File: config.mk
export PLATFORM = sky130hd
export DESIGN_NAME = seq_multiplier_flat
export DESIGN_NICKNAME = d
export VERILOG_FILES = /design/src/rtl/seq_multiplier_if.sv /design/src/rtl/seq_multiplier.sv /design/src/flat_wrapper.sv
export SDC_FILE = /design/constraint.sdc
export NUM_CORES = 1
export LEC_CHECK = 0
export BUFFER_PORTS_ARGS = -buffer_cell sky130_fd_sc_hd__buf_2
export CAP_MARGIN = 15
export CORE_AREA = 2 2 257 259
export CTS_CLUSTER_DIAMETER = 120
export DETAILED_ROUTE_END_ITERATION = 6
export DIE_AREA = 0 0 259 261
export SLEW_MARGIN = 10
export SYNTH_ARGS = -nofsm -noshare
export SYNTH_HDL_FRONTEND = slang
export SYNTH_SLANG_ARGS = --single-unit
File: constraint.sdc
create_clock -name clk -period 6.9 [get_ports clk]
set_clock_uncertainty 0.2 [all_clocks]
set_input_delay 0.345 -clock clk [delete_from_list [all_inputs] [get_ports clk]]
set_output_delay 0.345 -clock clk [all_outputs]
set_load 0.1 [all_outputs]
File: src/rtl/seq_multiplier_if.sv
// Handshake and result bundle between the ALU control FSM and the shift-add multiplier.
interface seq_multiplier_if #(
  parameter int WIDTH = 32
);
  logic             start;
  logic             is_signed;
  logic [WIDTH-1:0] a;
  logic [WIDTH-1:0] b;
  logic             busy;
  logic             done;
  logic [WIDTH-1:0] prod_hi;
  logic [WIDTH-1:0] prod_lo;

  modport master (
    output start, is_signed, a, b,
    input  busy, done, prod_hi, prod_lo
  );

  modport slave (
    input  start, is_signed, a, b,
    output busy, done, prod_hi, prod_lo
  );
endinterface

File: src/rtl/seq_multiplier.sv
// Multi-cycle shift-add multiplier: sign-magnitude operands, one multiplier bit per clock,
// sign applied to the full 2*WIDTH-bit accumulator on the way out.
module seq_multiplier #(
  parameter int WIDTH = 32
) (
  input  logic            clk,
  input  logic            rst,
  seq_multiplier_if.slave bus
);

  localparam int PW = 2 * WIDTH;
  localparam int IW = $clog2(WIDTH);
  localparam int CW = $clog2(WIDTH + 1);

  typedef enum logic [1:0] {IDLE, RUN, DONE} state_t;

  state_t           state;
  logic [WIDTH-1:0] mag_a;
  logic [WIDTH-1:0] mag_b;
  logic             neg;
  logic [PW-1:0]    acc;
  logic [CW-1:0]    cnt;
  logic             busy_r;
  logic             done_r;
  logic [PW-1:0]    prod_r;

  // -2^(WIDTH-1) negates to itself, which read as unsigned is the correct magnitude.
  function automatic logic [WIDTH-1:0] magnitude(input logic [WIDTH-1:0] v, input logic sgn);
    if (sgn && v[WIDTH-1])
      return ~v + WIDTH'(1);
    return v;
  endfunction

  function automatic logic [PW-1:0] apply_sign(input logic [PW-1:0] v, input logic n);
    if (n)
      return ~v + PW'(1);
    return v;
  endfunction

  always_ff @(posedge clk or posedge rst) begin
    if (rst) begin
      state  <= IDLE;
      mag_a  <= '0;
      mag_b  <= '0;
      neg    <= 1'b0;
      acc    <= '0;
      cnt    <= '0;
      busy_r <= 1'b0;
      done_r <= 1'b0;
      prod_r <= '0;
    end else begin
      case (state)
        IDLE, DONE: begin
          done_r <= 1'b0;
          if (bus.start) begin
            mag_a  <= magnitude(bus.a, bus.is_signed);
            mag_b  <= magnitude(bus.b, bus.is_signed);
            neg    <= bus.is_signed & (bus.a[WIDTH-1] ^ bus.b[WIDTH-1]);
            acc    <= '0;
            cnt    <= '0;
            busy_r <= 1'b1;
            state  <= RUN;
          end else begin
            busy_r <= 1'b0;
            state  <= IDLE;
          end
        end
        RUN: begin
          // cnt sweeps 0..WIDTH-1 adding partial products; the extra pass at WIDTH publishes.
          if (cnt == CW'(WIDTH)) begin
            prod_r <= apply_sign(acc, neg);
            busy_r <= 1'b0;
            done_r <= 1'b1;
            state  <= DONE;
          end else begin
            if (mag_b[cnt[IW-1:0]])
              acc <= acc + ({{WIDTH{1'b0}}, mag_a} << cnt);
            cnt <= cnt + CW'(1);
          end
        end
        default: begin
          busy_r <= 1'b0;
          done_r <= 1'b0;
          state  <= IDLE;
        end
      endcase
    end
  end

  assign bus.busy    = busy_r;
  assign bus.done    = done_r;
  assign bus.prod_hi = prod_r[PW-1:WIDTH];
  assign bus.prod_lo = prod_r[WIDTH-1:0];

endmodule

File: src/flat_wrapper.sv
// flat-port wrapper written by rule: the top's interface ports become plain ports
module seq_multiplier_flat 
#(
  parameter int WIDTH = 32
)
  (clk, rst, bus_start, bus_is_signed, bus_a, bus_b, bus_busy, bus_done, bus_prod_hi, bus_prod_lo);
  seq_multiplier_if #(.WIDTH(WIDTH)) bus_i ();
  input  logic clk;
  input  logic rst;
  input wire logic [$bits(bus_i.start)-1:0] bus_start;
  input wire logic [$bits(bus_i.is_signed)-1:0] bus_is_signed;
  input wire logic [$bits(bus_i.a)-1:0] bus_a;
  input wire logic [$bits(bus_i.b)-1:0] bus_b;
  output wire logic [$bits(bus_i.busy)-1:0] bus_busy;
  output wire logic [$bits(bus_i.done)-1:0] bus_done;
  output wire logic [$bits(bus_i.prod_hi)-1:0] bus_prod_hi;
  output wire logic [$bits(bus_i.prod_lo)-1:0] bus_prod_lo;
  assign bus_i.start = bus_start;
  assign bus_i.is_signed = bus_is_signed;
  assign bus_i.a = bus_a;
  assign bus_i.b = bus_b;
  assign bus_busy = bus_i.busy;
  assign bus_done = bus_i.done;
  assign bus_prod_hi = bus_i.prod_hi;
  assign bus_prod_lo = bus_i.prod_lo;
  seq_multiplier #(.WIDTH(WIDTH)) u_core (.clk(clk), .rst(rst), .bus(bus_i));
endmodule
==> results.tsv <==
stage	metric	value	unit
grt	grt_pass1_wl	79900	um
clock_network	post_cts_buffers	0	
setup_path	reg2regPathDepth	18	
clock_network	cts_sinks	201	
floorplan	num_rows	94	
setup_path	slowest_delay	0.87	ns
grt	grt_util_met1	20.80	%
setup_path	slowest_stage	dfrtp_2	
run	drv_cap	0	
drt	drt-wirelength-per-cell	16.85	um
sta	relSlewSlack	23.54	%
logic_synthesis	synthArstFlopShare	100.0	%
drt	wl	50190	um
logic_synthesis	synthFlopType	dfrtp_1	
final_layout	nets	2230	
final_layout	areaGrowthSynthToFinish	19.48	%
floorplan	core_area	65040	um^2
drt	via_count	14740	
sta	period_needed	6.023	ns
sta	whs	0.02964	ns
placement	place_congestion	0.9600	
placement	dp_hpwl	39010	um
clock_network	clk_latency	0.55	ns
floorplan	io_pins	134	
drt	firstDrtPassIters	6	
floorplan	start_util	24.64	%
placement	dpl_cell_area	17540	um^2
final_layout	fill_cells	7009	
sta	final-setup-viol-count	0	
logic_synthesis	synth-seq-area-share	31.39	%
setup_path	crit_chain	mux4_2 -> mux2i_1 -> nor2_1 -> a21oi_1 -> nor2_1 -> ha_1 -> nand3_1 -> or3_1 -> a211o_1 -> a2111oi_0 -> buf_4 -> o41ai_1 -> o31ai_1 -> a21oi_1 -> buf_4 -> o31ai_1 -> xnor2_1 -> o21ai_0	
grt	use_met2	23.65	%
floorplan	die_h	261	um
sta	drv_slew	0	
setup_path	rr_endpoint	u_core.acc[62]	
clock_network	numCtsBuffers	26	
clock_network	root_buffer	clkbuf_16	
floorplan	die-area	67600	um^2
logic_synthesis	synth-seq-cells	201	
sta	tightest_slew	1.138	ns
grt	grt.busiest_layer	met2	
clock_network	cts.path.max_buffers	3	
grt	grt_pass1_vias	13810	
grt	grt_max_degree	93	
sta	hold_viol_final	0	
logic_synthesis	ys_warn_count	0	
sta	fin_tns_setup	0	ns
placement	io_buffers	133	
setup_path	worstReg2RegStart	u_core.cnt[0]	
setup_path	r2r_slack	0.88	ns
sta	period_share	87.29	%
drt	via_per_inst	4.951	
floorplan	die_x	259	um
grt	antenna_found_initial	1	
logic_synthesis	ys_types	68	
setup_path	end_kind	register	
setup_path	worst_ep_required_time	7.10	ns
grt	grt_usage	14.61	%
logic_synthesis	avgSynthCellArea	8.167	um^2
setup_path	worstSetupStartpointType	register	
sta	max_freq	166.0	MHz
final_layout	drive_gt1_share	13.20	%
worst_hold_path	hold_path.class	in2reg	
worst_hold_path	worstHoldEndpoint	u_core.mag_a[2]	
sta	rsz0062_at_grt	false	
logic_synthesis	synth_area	16020	um^2
worst_hold_path	worstHoldStart	bus_a[2]	
logic_synthesis	syn_inst	1962	
grt	grt_overflow	0	
clock_network	cts_tree	done	
clock_network	clk_pin_slew	0.06	ns
outcome	status	finished clean	
setup_path	worst-path-max-fanout	30	
grt	grt_util_met3	1.491	%
drt	drc	0	
drt	antenna_left	0	
clock_network	htree_levels	1	
setup_path	path_class	reg2reg	
logic_synthesis	synth_nets	2099	
setup_path	cp.arrival	6.22	ns
final_layout	fin_area	19150	um^2
drt	drtIter0Drc	1139	
logic_synthesis	synth_edf_count	0	
worst_hold_path	hold_depth	3	
==> worst max path at each step <==
stage | startpoint | end | cells after the start
finish | u_core.cnt[0] | u_core.acc[62] | 18
global route | u_core.cnt[0] | u_core.acc[50] | 18
CTS | u_core.cnt[0] | u_core.acc[50] | 18
detailed placement | u_core.cnt[0] | u_core.acc[50] | 18
global placement | u_core.cnt[0] | u_core.acc[50] | 18
floorplan | u_core.cnt[0] | u_core.acc[58] | 22
==> registers in the layout (all words and copies together) (netlist names) <==
name	flops
u_core.cnt	6
u_core.prod_r	64
u_core.acc	64
u_core.neg	1
u_core.mag_b	32
u_core.state	2
u_core.mag_a	32
==> cell usage after synthesis, types with 15 or more instances <==
library cell	n	area, um^2
xor2_1	111	972.2
a31oi_1	15	93.84
o21ai_0	297	1486
dfrtp_1	201	5030
o31ai_1	35	262.8
o22ai_1	16	100.1
buf_1	19	71.32
mux4_2	37	833.3
nor2_1	106	397.9
a21o_1	27	202.7
clkbuf_1	99	371.6
xnor2_1	72	630.6
nand3_1	85	425.4
nand4_1	19	118.9
ha_1	68	850.8
inv_1	40	150.1
mux2i_1	38	380.4
nor4_1	15	93.84
nor2b_1	20	125.1
nand2_1	309	1160
nor3_1	24	120.1
o41ai_1	15	131.4
and2_1	21	131.4
a21oi_1	108	540.5
==> stage by stage <==
stage	setup slack, ns	cells	utilization (%)
final	0.8770	2978	29.44
after detailed placement	0.8987	2862	26.97
after global routing	0.4051	2977	29.43
after global placement	0.9826	2862	26.97
after CTS	0.9111	2977	29.43
after floorplan	0.6577	1962	-
==> logic make-up (layout without fill, tap and decap cells) <==
family | after synthesis | count (layout) | synth area share, %
AOI/OAI and AO/OA | 593 | 593 | 21.78
buffers and inverters | 162 | 313 | 3.818
other | 0 | 1 | 0
DFF | 201 | 201 | 31.39
muxes | 86 | 86 | 8.347
adders and majority gates | 69 | 69 | 5.435
and+or+nand+nor | 668 | 668 | 19.23
xor gates and xnor gates | 183 | 183 | 10.00
==> worst max-delay path: cells and delay by family, from the launching register on <==
family | cells | cell delay [ns]
AOI/OAI and AO/OA | 8 | 2.36
xor gates and xnor gates | 1 | 0.15
adders and majority gates | 1 | 0.41
buffers and inverters | 2 | 0.39
DFF | 1 | 0.87
muxes | 2 | 0.85
and+or+nand+nor | 4 | 0.65
==> final cells by class <==
class	instances	area, um^2	share of cell area (%)
inverter	41	161.4	0.8430
timing repair buffer	224	1529	7.986
sequential	201	5034	26.29
tap	864	1081	5.646
clock buffer	34	742.0	3.875
clock inverter	14	191.4	0.9999
antenna	1	2.502	0.01307
multi-input combinational	1599	10410	54.35
==> routing by layer <==
| layer | vias up | part of all wire (%) |
|---|---|---|
| met2 | 416 | 46 |
| met3 | 71 | 4.6 |
| met1 | 6898 | 47 |
| met5 | - | 0 |
| li1 | 7358 | - |
| met4 | 0 | 2.3 |
==> placed cells by master (no fill, tap or decap), drive strengths merged, types with 5 or more instances in the layout <==
master,n
a211oi,8
clkbuf,34
a22o,6
mux2i,38
o41ai,16
nand2,309
nand3,85
or2,10
o22ai,16
o21ai,298
dlygate4sd3,67
buf,157
nand4,19
mux4,37
dfrtp,201
a31oi,15
o21bai,8
and3,7
a211o,5
or4,13
inv,41
o22a,6
or3,14
o31ai,35
ha,68
mux2,11
xor2,111
nor3,25
nor2b,20
a21oi,108
xnor2,72
nand2b,16
o21a,6
a21o,27
clkinv,6
o211ai,7
nor4,15
and2,21
nor2,106
==> repair_timing <==
item / in CTS / in global routing
resized for setup: 0 / 0
endpoints found under the hold margin: 154 / 0
hold buffers: 67 / 0
Power is not shown: default switching activity piles up to over one toggle a cycle in this logic, so the estimate is an artifact.
